`src/rtl/aes_128_key_switch_ctrl_if.sv`:
```
// ---------------------------------------------------------------------------
// aes_128_key_switch_ctrl_if
// Groups every non-clock signal of the key-switch controller.
//   Host side : cfg_start, key_valid/key_ready/key_data, s_valid/s_ready/s_data
//   Core side : in_en/in_data, en_wr/key_round_wr, switch_key, key_idx, idle
//   Status    : busy, load_done, err_pulse
// Modports:
//   slave  - the controller (consumes host and core inputs, drives the rest)
//   master - the environment (host, core model or testbench)
// ---------------------------------------------------------------------------
interface aes_128_key_switch_ctrl_if;
    logic         cfg_start;
    logic         key_valid;
    logic         key_ready;
    logic [63:0]  key_data;
    logic         s_valid;
    logic         s_ready;
    logic [127:0] s_data;
    logic         in_en;
    logic [127:0] in_data;
    logic         en_wr;
    logic [63:0]  key_round_wr;
    logic         switch_key;
    logic         key_idx;
    logic         idle;
    logic         busy;
    logic         load_done;
    logic         err_pulse;

    modport slave (
        input  cfg_start, key_valid, key_data, s_valid, s_data, key_idx, idle,
        output key_ready, s_ready, in_en, in_data, en_wr, key_round_wr,
               switch_key, busy, load_done, err_pulse
    );

    modport master (
        output cfg_start, key_valid, key_data, s_valid, s_data, key_idx, idle,
        input  key_ready, s_ready, in_en, in_data, en_wr, key_round_wr,
               switch_key, busy, load_done, err_pulse
    );
endinterface

```
`src/rtl/aes_128_key_switch_ctrl.sv`:
```
// ---------------------------------------------------------------------------
// aes_128_key_switch_ctrl
// Loads a fresh round-key set into the inactive key buffer of a two-key AES
// core while data keeps flowing on the active buffer, then drains the core,
// pulses switch_key and confirms the swap through key_idx.
//
// Ports:
//   clk  - single rising-edge clock
//   kill - asynchronous active-high reset
//   bus  - aes_128_key_switch_ctrl_if.slave:
//          host key stream (key_valid/key_ready/key_data), host data stream
//          (s_valid/s_ready/s_data), core write strobes (in_en/in_data,
//          en_wr/key_round_wr), swap handshake (switch_key/key_idx/idle),
//          status (busy, load_done, err_pulse)
// ---------------------------------------------------------------------------
module aes_128_key_switch_ctrl #(
    parameter int KEY_WORDS   = 22,
    parameter int DRAIN_GUARD = 2,
    parameter int SWITCH_TO   = 16
) (
    input  logic                        clk,
    input  logic                        kill,
    aes_128_key_switch_ctrl_if.slave    bus
);

    localparam int GW = (DRAIN_GUARD < 2) ? 1 : $clog2(DRAIN_GUARD + 1);
    localparam int TW = $clog2(SWITCH_TO + 1);

    typedef enum logic [2:0] {
        S_IDLE,
        S_LOAD,
        S_DRAIN,
        S_SWITCH,
        S_CONFIRM
    } state_t;

    state_t          state_q, state_d;
    logic [4:0]      wcnt_q, wcnt_d;
    logic [GW-1:0]   gcnt_q, gcnt_d;
    logic [TW-1:0]   tcnt_q, tcnt_d;
    logic            exp_idx_q, exp_idx_d;

    logic            s_ready_q, s_ready_d;
    logic            in_en_q, in_en_d;
    logic [127:0]    in_data_q, in_data_d;
    logic            en_wr_q, en_wr_d;
    logic [63:0]     key_round_wr_q, key_round_wr_d;
    logic            load_done_q, load_done_d;
    logic            err_pulse_q, err_pulse_d;

    logic            key_ready;
    logic            switch_key;
    logic            busy;

    logic            key_acc;
    logic            data_acc;
    logic            last_word;
    logic            guard_met;
    logic            idx_match;
    logic            swap_timeout;
    logic            confirm_exit;

    assign key_acc      = bus.key_valid & (state_q == S_LOAD);
    assign data_acc     = bus.s_valid & s_ready_q;
    assign last_word    = key_acc && (wcnt_q == 5'(KEY_WORDS - 1));
    assign guard_met    = (gcnt_q >= GW'(DRAIN_GUARD - 1));
    assign idx_match    = (bus.key_idx == exp_idx_q);
    // tcnt starts at 0 in SWITCH, so the timeout is measured from switch_key.
    assign swap_timeout = (tcnt_q == TW'(SWITCH_TO - 1));
    assign confirm_exit = (state_q == S_CONFIRM) && (idx_match || swap_timeout);

    // ---------------- FSM: state register ----------------
    always_ff @(posedge clk or posedge kill) begin
        if (kill) begin
            state_q <= S_IDLE;
        end else begin
            state_q <= state_d;
        end
    end

    // ---------------- FSM: next state ----------------
    always_comb begin
        state_d = state_q;
        case (state_q)
            S_IDLE:    if (bus.cfg_start)           state_d = S_LOAD;
            S_LOAD:    if (last_word)               state_d = S_DRAIN;
            S_DRAIN:   if (guard_met && bus.idle)   state_d = S_SWITCH;
            S_SWITCH:                               state_d = S_CONFIRM;
            S_CONFIRM: if (idx_match || swap_timeout) state_d = S_IDLE;
            default:                                state_d = S_IDLE;
        endcase
    end

    // ---------------- FSM: outputs ----------------
    always_comb begin
        key_ready  = (state_q == S_LOAD);
        switch_key = (state_q == S_SWITCH);
        busy       = (state_q != S_IDLE);

        // s_ready is registered from the next state so it is already low in
        // the first DRAIN cycle and stays low while kill is asserted.
        s_ready_d  = (state_d == S_IDLE) || (state_d == S_LOAD);

        load_done_d = (state_q == S_CONFIRM) && idx_match;
        // A start that coincides with the CONFIRM exit is silently dropped.
        err_pulse_d = ((state_q == S_CONFIRM) && swap_timeout && !idx_match) ||
                      (bus.cfg_start && (state_q != S_IDLE) && !confirm_exit);
    end

    // ---------------- counters and datapath next state ----------------
    always_comb begin
        wcnt_d = wcnt_q;
        if ((state_q == S_IDLE) && bus.cfg_start) begin
            wcnt_d = '0;
        end else if (key_acc) begin
            wcnt_d = wcnt_q + 5'd1;
        end

        gcnt_d = '0;
        if (state_q == S_DRAIN) begin
            gcnt_d = guard_met ? gcnt_q : gcnt_q + GW'(1);
        end

        tcnt_d = '0;
        if ((state_q == S_SWITCH) || (state_q == S_CONFIRM)) begin
            tcnt_d = tcnt_q + TW'(1);
        end

        exp_idx_d = (state_q == S_SWITCH) ? ~bus.key_idx : exp_idx_q;

        in_en_d        = data_acc;
        in_data_d      = data_acc ? bus.s_data : in_data_q;
        en_wr_d        = key_acc;
        key_round_wr_d = key_acc ? bus.key_data : 64'd0;
    end

    always_ff @(posedge clk or posedge kill) begin
        if (kill) begin
            wcnt_q         <= '0;
            gcnt_q         <= '0;
            tcnt_q         <= '0;
            exp_idx_q      <= 1'b0;
            s_ready_q      <= 1'b0;
            in_en_q        <= 1'b0;
            in_data_q      <= '0;
            en_wr_q        <= 1'b0;
            key_round_wr_q <= '0;
            load_done_q    <= 1'b0;
            err_pulse_q    <= 1'b0;
        end else begin
            wcnt_q         <= wcnt_d;
            gcnt_q         <= gcnt_d;
            tcnt_q         <= tcnt_d;
            exp_idx_q      <= exp_idx_d;
            s_ready_q      <= s_ready_d;
            in_en_q        <= in_en_d;
            in_data_q      <= in_data_d;
            en_wr_q        <= en_wr_d;
            key_round_wr_q <= key_round_wr_d;
            load_done_q    <= load_done_d;
            err_pulse_q    <= err_pulse_d;
        end
    end

    assign bus.key_ready    = key_ready;
    assign bus.s_ready      = s_ready_q;
    assign bus.in_en        = in_en_q;
    assign bus.in_data      = in_data_q;
    assign bus.en_wr        = en_wr_q;
    assign bus.key_round_wr = key_round_wr_q;
    assign bus.switch_key   = switch_key;
    assign bus.busy         = busy;
    assign bus.load_done    = load_done_q;
    assign bus.err_pulse    = err_pulse_q;

endmodule

```
`src/flat_wrapper.sv`:
```
// flat-port wrapper written by rule: the top's interface ports become plain ports
module aes_128_key_switch_ctrl_flat 
#(
    parameter int KEY_WORDS   = 22,
    parameter int DRAIN_GUARD = 2,
    parameter int SWITCH_TO   = 16
)
  (clk, kill, bus_cfg_start, bus_key_valid, bus_key_data, bus_s_valid, bus_s_data, bus_key_idx, bus_idle, bus_key_ready, bus_s_ready, bus_in_en, bus_in_data, bus_en_wr, bus_key_round_wr, bus_switch_key, bus_busy, bus_load_done, bus_err_pulse);
  aes_128_key_switch_ctrl_if bus_i ();
  input  logic clk;
  input  logic kill;
  input wire logic [$bits(bus_i.cfg_start)-1:0] bus_cfg_start;
  input wire logic [$bits(bus_i.key_valid)-1:0] bus_key_valid;
  input wire logic [$bits(bus_i.key_data)-1:0] bus_key_data;
  input wire logic [$bits(bus_i.s_valid)-1:0] bus_s_valid;
  input wire logic [$bits(bus_i.s_data)-1:0] bus_s_data;
  input wire logic [$bits(bus_i.key_idx)-1:0] bus_key_idx;
  input wire logic [$bits(bus_i.idle)-1:0] bus_idle;
  output wire logic [$bits(bus_i.key_ready)-1:0] bus_key_ready;
  output wire logic [$bits(bus_i.s_ready)-1:0] bus_s_ready;
  output wire logic [$bits(bus_i.in_en)-1:0] bus_in_en;
  output wire logic [$bits(bus_i.in_data)-1:0] bus_in_data;
  output wire logic [$bits(bus_i.en_wr)-1:0] bus_en_wr;
  output wire logic [$bits(bus_i.key_round_wr)-1:0] bus_key_round_wr;
  output wire logic [$bits(bus_i.switch_key)-1:0] bus_switch_key;
  output wire logic [$bits(bus_i.busy)-1:0] bus_busy;
  output wire logic [$bits(bus_i.load_done)-1:0] bus_load_done;
  output wire logic [$bits(bus_i.err_pulse)-1:0] bus_err_pulse;
  assign bus_i.cfg_start = bus_cfg_start;
  assign bus_i.key_valid = bus_key_valid;
  assign bus_i.key_data = bus_key_data;
  assign bus_i.s_valid = bus_s_valid;
  assign bus_i.s_data = bus_s_data;
  assign bus_i.key_idx = bus_key_idx;
  assign bus_i.idle = bus_idle;
  assign bus_key_ready = bus_i.key_ready;
  assign bus_s_ready = bus_i.s_ready;
  assign bus_in_en = bus_i.in_en;
  assign bus_in_data = bus_i.in_data;
  assign bus_en_wr = bus_i.en_wr;
  assign bus_key_round_wr = bus_i.key_round_wr;
  assign bus_switch_key = bus_i.switch_key;
  assign bus_busy = bus_i.busy;
  assign bus_load_done = bus_i.load_done;
  assign bus_err_pulse = bus_i.err_pulse;
  aes_128_key_switch_ctrl #(.KEY_WORDS(KEY_WORDS), .DRAIN_GUARD(DRAIN_GUARD), .SWITCH_TO(SWITCH_TO)) u_core (.clk(clk), .kill(kill), .bus(bus_i));
endmodule
```
`config.mk`:
```
export PLATFORM = sky130hd
export DESIGN_NAME = aes_128_key_switch_ctrl_flat
export DESIGN_NICKNAME = d
export VERILOG_FILES = /design/src/rtl/aes_128_key_switch_ctrl_if.sv /design/src/rtl/aes_128_key_switch_ctrl.sv /design/src/flat_wrapper.sv
export SDC_FILE = /design/constraint.sdc
export NUM_CORES = 1
export LEC_CHECK = 0
export ABC_AREA = 1
export CAP_MARGIN = 15
export CORE_AREA = 4 4 152 154
export CTS_CLUSTER_SIZE = 20
export DETAILED_ROUTE_END_ITERATION = 8
export DIE_AREA = 0 0 156 158
export DONT_BUFFER_PORTS = 1
export PLACE_DENSITY = 0.54
export SLEW_MARGIN = 5
export SYNTH_ARGS = -nofsm -noshare
export SYNTH_HDL_FRONTEND = slang
export SYNTH_SLANG_ARGS = --single-unit
```
`constraint.sdc`:
```
create_clock -name clk -period 14.25 [get_ports clk]
set_input_delay 2.85 -clock clk [delete_from_list [all_inputs] [get_ports clk]]
set_output_delay 2.85 -clock clk [all_outputs]
set_load 0.005 [all_outputs]
```
* Word-level counts from Yosys, hierarchy flattened
Index checks and enable logic that the tools add are counted.
Widths: inputs -> output; s select.
** Operators by class
- Bitwise logic cells :: 3
- Equality and inequality tests :: 9
- Mux-type cells :: 11
- Reductions and logical operators :: 19
- $lt $le $gt $ge :: 1
- Add/sub/neg operators :: 3
** Operators by type and width (count)
- $mux 64 :: 1
- $mux 5 :: 3
- $pmux 3 s5 :: 1
- $mux 3 :: 4
- $add 5x1->5 const B :: 2
- $logic_and 1x1->1 :: 9
- $eq 3x1->1 const B :: 2
- $eq 3x2->1 const B :: 2
- $logic_not 3->1 :: 2
- $eq 5x4->1 const B :: 1
- $eq 5x5->1 const B :: 1
- $logic_or 1x1->1 :: 4
- $mux 2 :: 2
- $eq 3x3->1 const B :: 1
- $reduce_bool 3->1 :: 1
- $add 2x1->2 const B :: 1
- $and 1x1->1 :: 2
- $ge 2x1->1 const B :: 1
- $logic_not 1->1 :: 2
- $ne 2x2->1 const B :: 1
- $reduce_bool 2->1 :: 1
- $eq 1x1->1 :: 1
- $not 1->1 :: 1
** Word-level totals
- Register bits :: 213
- Word-level logic and storage cells :: 58
- Output and inout bits :: 200
- Input bits :: 199

* Longest topological paths before layout
Gate-level depths: netlist of the first run.
- Word-level depth :: 7
- Depth in mapped cells :: 8

* Worst setup path after synthesis of the first run
No wires, ideal clock.
- Kind :: input -> register
- Start point :: in bus_s_valid
- End point :: reg u_core.in_data_q[100], in the netlist u_core.bus.in_data[100]
- Setup time :: 66 ps
- Data required time :: 14184 ps
- Stages :: 5
- Buffers on the path :: 2
- Slack :: 10703 ps
- Arrival :: 3482 ps
- Cell sequence :: nand2_1 > buf_2 > clkbuf_1 > nand2_1 > nand2_1
** On the way
- Longest elaborated chain between the ends :: 1
** Ends and longest elaborated chain
- start, declared :: RTL line flat_wrapper.sv:15 : input wire logic [$bits(bus_i.s_valid)-1:0] bus_s_valid;
- $and 1x1->1 :: RTL line aes_128_key_switch_ctrl.sv:64 : assign data_acc = bus.s_valid & s_ready_q;
- end signal, assigned :: RTL line aes_128_key_switch_ctrl.sv:157 : in_data_q <= in_data_d;
- end, declared :: RTL line aes_128_key_switch_ctrl.sv:45 : logic [127:0] in_data_q, in_data_d;
No other way between the ends.
A chain may end at the register's enable or synchronous reset.

* Final worst setup path of the first run
- Start point :: in bus_s_valid
- End point :: reg u_core.in_data_q[61], in the netlist u_core.bus.in_data[61]
The elaborated chain is that of the path after synthesis.

==> summary.txt, run 1 <==
STA
  • Final TNS setup: 0 ns
  • Fin crit share: 0.2937
  • Slew HR: 0.3380
  • Fin crit period: 4.185 ns
  • Setup WS post-layout: 10.06 ns
  • Final setup fails: 0
  • Fmax achieved: 0.2389 GHz
  • Setup Skew: 0.01010 ns
  • Hold Vio Cnt, Final: 0
  • Worst-Margin Slew: 0.9930 ns
  • Max-slew violation count: 0
  • RSZ-0062 raised after global routing: no

Synth
  • Number of synthesized flops with an enable pin: 0
  • Post-Syn Area: 7984 sq um
  • Unique masters post-synth: 20
  • Syn_nets: 1065
  • Async SR Flop Fraction: 1.000
  • Register area share after synthesis: 0.6676
  • Synth Flop Type: dfrtp_1
  • Seq cells post-synth: 213
  • Syn. warnings: 0
  • Cells after synthesis: 861
  • Synthesized area per cell: 9.273 sq um

Placement
  • I/O Buffers: 0
  • Pre-CTS setup slack: 9.485 ns
  • HPWL Detailed: 15.50 mm
  • GPL Wtd Cong: 0.8191

Global routing
  • Largest net degree at the start of global routing: 149
  • Antenna violations before repair: 2
  • First-pass GRT wire length: 32.17 mm
  • Gr usage total: 0.1671
  • Vias in the first global route: 5393
  • Grt total ovfl: 0

Clocking
  • Total CTS buffers: 23
  • CTS clk-pin slew, worst paths: 0.06 ns
  • Clock Root Buffer: clkbuf_16
  • CTS tree: done
  • Clock tree buffer depth: 3
  • Number of setup buffers added after CTS: 0
  • Worst-Skew Late Latency: 0.51 ns
  • H-tree depth: 1
  • Post-CTS Hold Buffers: 0
  • Sink Count: 213
  • Post-CTS sizing: 0

Floorplan
  • Die Span Y: 158 microns
  • Die X: 156 microns
  • CORE AREA: 21690 sq um
  • DIE AREA: 24650 sq um
  • Std-Cell Rows: 54
  • Initial core utilization: 0.3681
  • Io pins: 399

Cells and area
  • Filler cell count: 2144
  • Layout area overhead: 12.36%
  • Most common cell after layout, fill and taps aside: nand2_1
  • Share of cells above drive strength 1: 0.06782
  • Commonest cells after routing, fill and taps aside: nand2_1 (412), dfrtp_1 (213), inv_1 (84), nor2_1 (69), clkbuf_16 (23)
  • Final net count: 1058

Drt
  • Vias per inst: 4.556
  • Routed Antenna Nets: 0
  • DRC viols: 0
  • DRT Pass-1 Iters: 4
  • Final WL: 21.69 mm
  • Via count: 5249
  • Avg WL per Cell: 18.83 microns
  • Initial DRC Count: 394

Flow run
  • Max-cap viol count: 0

Critical path
  • Crit-path cells: nand2_4 > inv_4 > buf_4 > nand2_1 > nand2_1
  • Crit path DAT: 4.64 ns
  • Worst path bufs/invs: 2
  • Startpoint types: primary input
  • Critical-path top delay cell: buf_4
  • Crit-path max cell delay: 0.73 ns
  • Critical path data required time: 14.71 ns
  • R2R Setup Slk: 11.92 ns
  • Crit Path Class: primary input to register
  • Crit path top cell by count: nand2_1
  • Family with the most delay on the worst path: buffers and inverters
  • Crit Path Max Fanout: 82
  • CP Capture Type: register

Run status
  • Status: completed

Min path
  • Hold Crit Class: register to register

Power and ir drop
  • LEAKAGE: 4.927 nW
  • Power Density: 157.8 nW/um^2
  • Maximum VDD drop: 0.00007518 V
## cell usage after synthesis (2+ instances only)
master | n | area, sq um
a21oi_1 | 2 | 10.01
buf_2 | 23 | 115.1
buf_6 | 7 | 78.83
clkbuf_1 | 6 | 22.52
dfrtp_1 | 213 | 5330
ha_1 | 5 | 62.56
inv_1 | 86 | 322.8
nand2_1 | 413 | 1550
nand3_1 | 11 | 55.05
nand3b_1 | 2 | 15.01
nand4_1 | 2 | 12.51
nor2_1 | 69 | 259.0
nor2_2 | 11 | 68.82
o21ai_0 | 4 | 20.02
xor2_1 | 2 | 17.52
## layout make-up
cell class                 instances  area (sq um)  area share
sequential                       213          5330      0.5941
timing repair buffer               4         30.03    0.003347
inverter                          86         332.8     0.03710
clock buffer                      31         655.6     0.07308
antenna                            2         5.005   0.0005579
tap                              280         350.3     0.03905
multi-input combinational        526          2122      0.2365
clock inverter                    10         145.1     0.01618
## metal layers
metal	up-vias	GRT usage	part of all wire
met5	-	0	0
met4	0	0.05502	0.025
met3	33	0.08666	0.14
met2	284	0.2790	0.48
met1	2404	0.1853	0.35
li1	2528	-	-
## sequential cells by signal, summed over array words and instances (netlist names), 2 cells and up
| register | count |
|---|---|
| u_core.bus.in_data | 128 |
| u_core.bus.key_round_wr | 64 |
| u_core.state_q | 3 |
| u_core.tcnt_q | 5 |
| u_core.gcnt_q | 2 |
| u_core.wcnt_q | 5 |
## through the flow
stage | area [sq um] | power, mW | hold WS [ns] | util | cells
4_1_cts | 8966 | 1.443 | 0.4652 | 0.4134 | 1150
5_1_grt | 8971 | 1.488 | 0.4924 | 0.4136 | 1152
3_5_place_dp | 8165 | 0.8104 | 0.4570 | 0.3765 | 1109
3_3_place_gp | 8165 | 0.8084 | 0.4574 | 0.3765 | 1109
2_1_floorplan | 7984 | 0.7779 | 0.4320 | - | 861
6_report | 8971 | 1.416 | 0.4613 | 0.4136 | 1152
## report_power, final
part / total, mW / leakage (nW) / internal, mW / switching (mW)
logic: 0.0910 / 1.88 / 0.0292 / 0.0618
registers: 0.705 / 2.66 / 0.656 / 0.0486
clock network: 0.620 / 0.391 / 0.379 / 0.241
total: 1.42 / 4.93 / 1.06 / 0.352
## cell families after synthesis
family	synth area share
AOI/OAI and AO/OA	0.004702
xor gates and xnor gates	0.003292
and+or+nand+nor	0.2490
adders and majority gates	0.007836
buffers and inverters	0.06754
DFF	0.6676
## worst paths after layout
check / endpoint / from / cells after the start
worst max-delay path: u_core.bus.in_data[61]$_DFFE_PP0P_ / bus_s_valid / 5
worst min-delay path: u_core.tcnt_q[0]$_DFF_PP0_ / u_core.tcnt_q[0]$_DFF_PP0_ / 1
worst max register to register: u_core.bus.in_data[61]$_DFFE_PP0P_ / u_core.bus.s_ready$_DFF_PP0_ / 5
worst min register to register: u_core.tcnt_q[0]$_DFF_PP0_ / u_core.tcnt_q[0]$_DFF_PP0_ / 1
max in group asynchronous: u_core.bus.in_data[85]$_DFFE_PP0P_ / kill / 2
min in group asynchronous: u_core.bus.in_data[73]$_DFFE_PP0P_ / kill / 1
(Power assumes the default switching activity.)
==> run 2, diff against run 1 <==
Clock period 14.25 ns to 4.2 ns, I/O delays scaled along.
==> run 2 against run 1 <==
Clock power rose to 3.1 times the previous value. Register-to-register slack got worse by 9.8 ns. Non-clock buffer count rose by 1. Worst hold slack got worse by 0.18 ns. Sequential share of layout area rose by 0.42 points. Worst setup slack worse by 8.0 ns. Final area down 0.70%. Utilization shrank 0.29 points. Critical path type is now register to output pin. Cell count shrank 0.26%.
==> summary.txt, run 2 (synthesized netlist as in run 1, its figures left out) <==
STA
  • RSZ-0062 raised after global routing: no
  • Hold Vio Cnt, Final: 0 (unchanged)
  • Slew HR: 0.3246 (-0.01339)
  • Fin crit share: 0.5081
  • Max-slew violation count: 0 (unchanged)
  • Fin crit period: 2.134 ns
  • Fmax achieved: 0.4686 GHz
  • Final setup fails: 0 (unchanged)
  • Worst-Margin Slew: 1.013 ns (+0.02008 ns)
  • Setup Skew: 0.02117 ns (+0.01107 ns)
  • Hold WS: 0.2813 ns (-0.1799 ns)
  • Final TNS setup: 0 ns (unchanged)
  • Setup WS post-layout: 2.066 ns (-7.999 ns)

Critical path
  • Reg2Reg Depth: 4 (-1)
  • Crit path DAT: 1.29 ns (-3.35 ns)
  • Crit-path max cell delay: 0.44 ns (-0.29 ns)
  • R2R Setup Slk: 2.17 ns (-9.75 ns)
  • Critical path data required time: 3.36 ns (-11.35 ns)
  • Family with the most delay on the worst path: flip-flops
  • Reg-to-Reg End: u_core.bus.in_data[63]$_DFFE_PP0P_
  • Crit Path Max Fanout: 6 (-93%)
  • CP Capture Type: output pin
  • Startpoint types: register
  • Crit Path Class: register to output pin
  • Crit-path cells: nor2_2 > nand2_1 > inv_1
  • Critical-path top delay cell: dfrtp_1
  • R2R Path Start: u_core.bus.s_ready$_DFF_PP0_
  • Worst path bufs/invs: 1 (-1)

Global routing
  • Antenna violations before repair: 0 (-2)
  • First-pass GRT wire length: 31.66 mm (-1.6%)
  • Gr usage total: 0.1632 (-0.003954)
  • Vias in the first global route: 5510 (+2.2%)
  • Grt total ovfl: 0 (unchanged)
  • Largest net degree at the start of global routing: 97 (-35%)

Power and ir drop
  • PnR Total Power: 4.606 mW (+230%)
  • LEAKAGE: 4.887 nW (-0.81%)
  • Maximum VDD drop: 0.0003162 V (+320%)
  • Power Density: 517.0 nW/um^2 (+230%)

Floorplan
  • Die X: 156 microns (unchanged)
  • Die Span Y: 158 microns (unchanged)
  • Std-Cell Rows: 54 (unchanged)
  • CORE AREA: 21690 sq um (unchanged)
  • DIE AREA: 24650 sq um (unchanged)
  • Io pins: 399 (unchanged)
  • Initial core utilization: 0.3681 (unchanged)

Drt
  • Via count: 5326 (+1.5%)
  • DRT Pass-1 Iters: 4 (unchanged)
  • Avg WL per Cell: 18.53 microns (-1.6%)
  • Initial DRC Count: 268 (-32%)
  • DRC viols: 0 (unchanged)
  • Routed Antenna Nets: 0 (unchanged)
  • Final WL: 21.29 mm (-1.8%)
  • Vias per inst: 4.635 (+1.7%)

Clocking
  • Clock Root Buffer: clkbuf_16
  • CTS clk-pin slew, worst paths: 0.06 ns (about the same)
  • Total CTS buffers: 23 (unchanged)
  • Post-CTS Hold Buffers: 0 (unchanged)
  • Sink Count: 213 (unchanged)
  • Clock tree buffer depth: 3 (unchanged)
  • Post-CTS sizing: 0 (unchanged)
  • H-tree depth: 1 (unchanged)
  • CTS tree: done
  • Worst-Skew Late Latency: 0.51 ns (about the same)
  • Number of setup buffers added after CTS: 0 (unchanged)

Cells and area
  • Filler cell count: 2138 (-0.28%)
  • Max reg flops: 128 (unchanged)
  • Antenna cells: 0 (-2)
  • Final net count: 1059 (+0.095%)
  • Non-Filler Instances: 1149 (-0.26%)
  • Share of cells above drive strength 1: 0.05984 (-0.007977)
  • Post-layout util: 0.4108 (-0.002885)
  • Most common cell after layout, fill and taps aside: nand2_1
  • Commonest cells after routing, fill and taps aside: nand2_1 (412), dfrtp_1 (213), inv_1 (84), nor2_1 (69), clkbuf_16 (23)
  • Area of the multi-input gates: 2122 sq um (unchanged)
  • Layout area overhead: 11.58%
  • Fin area: 8909 sq um (-0.70%)
  • Sequential Area: 5330 sq um (unchanged)

Placement
  • Placed Area: 8207 sq um (+0.51%)
  • GPL Wtd Cong: 0.7767 (-5.2%)
  • Pre-CTS setup slack: 1.804 ns (-7.681 ns)
  • I/O Buffers: 0 (unchanged)
  • HPWL Detailed: 15.23 mm (-1.8%)
  • Placed cell count: 1110 (+0.090%)

Run status
  • Status: completed

Flow run
  • Max-cap viol count: 0 (unchanged)

Min path
  • Hold Crit Class: primary input to asynchronous set/reset pin
[run 2: layout make-up]
class                      count  share of cell area
clock inverter                 4            0.005758
timing repair buffer           5            0.008427
sequential                   213              0.5983
tap                          280             0.03933
multi-input combinational    526              0.2382
clock buffer                  35             0.07303
inverter                      86             0.03694
[run 2: worst register-to-register path, cell delays in order, from the launching register on]
cell and delay, ns:
dfrtp_1 0.43, nand2_4 0.33, buf_4 0.86, nand2_1 0.22, nand2_1 0.12
[run 2: worst max-delay path by stage]
stage / startpoint / to / slack (ns) / cells after the start
after detailed placement: bus_s_valid / u_core.bus.in_data[63]$_DFFE_PP0P_ / 1.80 / 4
final: u_core.state_q[2]$_DFF_PP0_ / bus_key_ready / 2.07 / 3
after CTS: u_core.state_q[2]$_DFF_PP0_ / bus_key_ready / 2.04 / 3
after global routing: u_core.state_q[2]$_DFF_PP0_ / bus_key_ready / 1.98 / 3
after floorplan: kill / u_core.bus.en_wr$_DFF_PP0_ / 0.59 / 1
after global placement: bus_s_valid / u_core.bus.in_data[4]$_DFFE_PP0P_ / 1.84 / 5
[run 2: where the power goes]
group | switching [mW] | internal (mW)
registers | 0.167 | 2.23
logic | 0.212 | 0.104
clock network | 0.773 | 1.12
[run 2: routing by layer]
metal | vias up | global-route usage | share of wire
li1 | 2522 | - | -
met5 | - | 0 | 0
met4 | 0 | 0.04335 | 0.020
met3 | 33 | 0.07846 | 0.13
met1 | 2501 | 0.1885 | 0.36
met2 | 270 | 0.2732 | 0.49
==> run 3, diff against run 2 <==
Clock period 4.2 ns to 2 ns, I/O delays scaled along.
==> run 3 against run 2 <==
Flip-flop and latch count did not move. Clock-buffer cell count fell by 2. Power rose by 120%. Non-clock buffer count rose by 153. Global-route usage rose by 1.6 points. Via count rose by 12%. Utilization rose by 7.4 points. Register-to-register slack got worse by 1.6 ns. First-iteration DRC count rose by 59%. Wire length rose by 9.1%. Final area rose by 18%. Critical path type unchanged. Highest routed layer unchanged.
==> summary.txt, run 3 (synthesized netlist as in run 1, its figures left out) <==
Run status
  • Status: completed

Drt
  • Vias per inst: 4.546 (-1.9%)
  • Initial DRC Count: 426 (+59%)
  • DRC viols: 0 (unchanged)
  • DRT Pass-1 Iters: 4 (unchanged)
  • Via count: 5941 (+12%)
  • Avg WL per Cell: 17.77 microns (-4.1%)
  • Final WL: 23.23 mm (+9.1%)
  • Routed Antenna Nets: 0 (unchanged)

STA
  • Fin crit period: 1.698 ns
  • Final TNS setup: 0 ns (unchanged)
  • Hold WS: 0.01911 ns (-0.2622 ns)
  • Hold Vio Cnt, Final: 0 (unchanged)
  • RSZ-0062 raised after global routing: no
  • Fmax achieved: 0.5891 GHz
  • Setup Skew: 0.01491 ns (-0.006255 ns)
  • Final setup fails: 0 (unchanged)
  • Setup WS post-layout: 0.3024 ns (-1.764 ns)
  • Worst-Margin Slew: 0.6617 ns (-0.3514 ns)
  • Fin crit share: 0.8488
  • Max-slew violation count: 0 (unchanged)
  • Slew HR: 0.5589 (+0.2343)

Clocking
  • Post-CTS sizing: 0 (unchanged)
  • Worst-Skew Late Latency: 0.50 ns (about the same)
  • H-tree depth: 1 (unchanged)
  • Clock tree buffer depth: 3 (unchanged)
  • CTS clk-pin slew, worst paths: 0.06 ns (about the same)
  • Clock Root Buffer: clkbuf_16
  • CTS tree: done
  • Number of setup buffers added after CTS: 0 (unchanged)
  • Post-CTS Hold Buffers: 149 (+149)
  • Total CTS buffers: 23 (unchanged)
  • Sink Count: 213 (unchanged)

Global routing
  • Largest net degree at the start of global routing: 129 (+33%)
  • First-pass GRT wire length: 35.16 mm (+11%)
  • Grt total ovfl: 0 (unchanged)
  • Antenna violations before repair: 2 (+2)
  • Vias in the first global route: 6359 (+15%)
  • Gr usage total: 0.1792 (+0.01607)

Placement
  • GPL Wtd Cong: 0.7795 (+0.36%)
  • I/O Buffers: 0 (unchanged)
  • Pre-CTS setup slack: 0.6038 ns (-1.200 ns)
  • HPWL Detailed: 15.24 mm (about the same)

Cells and area
  • Final net count: 1212 (+14%)
  • Most common cell after layout, fill and taps aside: nand2_1
  • Max reg flops: 128 (unchanged)
  • Share of cells above drive strength 1: 0.06146 (+0.001625)
  • Commonest cells after routing, fill and taps aside: nand2_1 (412), dfrtp_1 (213), dlygate4sd3_1 (149), inv_1 (84), nor2_1 (69)
  • Layout area overhead: 31.56%

Power and ir drop
  • PnR Total Power: 9.964 mW (+120%)
  • Maximum VDD drop: 0.0006120 V (+94%)
  • Power Density: 948.6 nW/um^2 (+83%)
  • LEAKAGE: 5.563 nW (+14%)

Critical path
  • Family with the most delay on the worst path: flip-flops
  • Crit Path Max Fanout: 6 (unchanged)
  • Worst path bufs/invs: 1 (unchanged)
  • Startpoint types: register
  • Crit-path max cell delay: 0.44 ns (about the same)
  • Critical-path top delay cell: dfrtp_1
  • Crit path DAT: 1.30 ns (about the same)
  • Crit-path cells: nor2_2 > nand2_1 > inv_1
  • CP Capture Type: output pin
  • Crit Path Class: register to output pin
  • Critical path data required time: 1.60 ns (-1.76 ns)

Floorplan
  • CORE AREA: 21690 sq um (unchanged)
  • Io pins: 399 (unchanged)
  • Die X: 156 microns (unchanged)
  • Std-Cell Rows: 54 (unchanged)
  • Initial core utilization: 0.3681 (unchanged)
  • DIE AREA: 24650 sq um (unchanged)
  • Die Span Y: 158 microns (unchanged)

Flow run
  • Max-cap viol count: 0 (unchanged)

Min path
  • Hold Crit Class: primary input to register
==> run 3: changes by cell type in the layout (fill, tap and decap cells not counted), sizes merged, moves of 2 or more <==
cell / before / now
dlygate4sd3: 0 / 149
clkbuf: 35 / 33
buf: 5 / 9
diode: 0 / 2
clkinv: 1 / 5
==> run 3: path summary, 6_finish.rpt <==
path	from	endpoint	slack, ns	cells past startpoint
setup / recovery	u_core.state_q[2]$_DFF_PP0_	bus_key_ready	0.30	3
hold / removal	bus_key_data[52]	u_core.bus.key_round_wr[52]$_DFF_PP0_	0.02	2
setup reg to reg	u_core.bus.s_ready$_DFF_PP0_	u_core.bus.in_data[104]$_DFFE_PP0P_	0.61	4
hold reg to reg	u_core.tcnt_q[0]$_DFF_PP0_	u_core.tcnt_q[0]$_DFF_PP0_	0.47	1
max in group asynchronous	kill	u_core.bus.in_data[102]$_DFFE_PP0P_	0.93	3
min in group asynchronous	kill	u_core.bus.in_data[59]$_DFFE_PP0P_	0.32	2
==> run 3: power by group <==
group          leakage (nW)  total (mW)  internal (mW)  switching (mW)
Clock                 0.354        4.00           2.32            1.68
Sequential             2.66        5.02           4.68           0.348
Combinational          2.55       0.939          0.425           0.514
==> run 3: area by class of cell <==
class	instances	area, sq um
fill	1963	11180
clock buffer	33	663.1
inverter	86	329.1
sequential	213	5330
tap	280	350.3
multi-input combinational	526	2122
clock inverter	9	57.56
antenna	2	5.005
timing repair buffer	158	1647
==> run 3: worst register-to-register path, delay by kind of cell (launching register included) <==
kind	cells	cell delay, ns
simple gates	3	0.52
flops	1	0.43
buf+inv	1	0.36
==> run 3: metrics by stage <==
| step | instances | utilization | area [sq um] |
|---|---|---|---|
| finish | 1307 | 0.4843 | 10500 |
| global route | 1307 | 0.4843 | 10500 |
| CTS | 1305 | 0.4841 | 10500 |
| detailed placement | 1114 | 0.3821 | 8287 |
| global placement | 1114 | 0.3821 | 8287 |
| floorplan | 861 | - | 7988 |
==> run 3: layer usage <==
metal	global-route usage	vias to the layer above	part of all wire
met5	0	-	0
met2	0.2993	300	0.48
met4	0.06294	0	0.029
met1	0.2060	2764	0.36
met3	0.07900	49	0.12
li1	-	2828	-
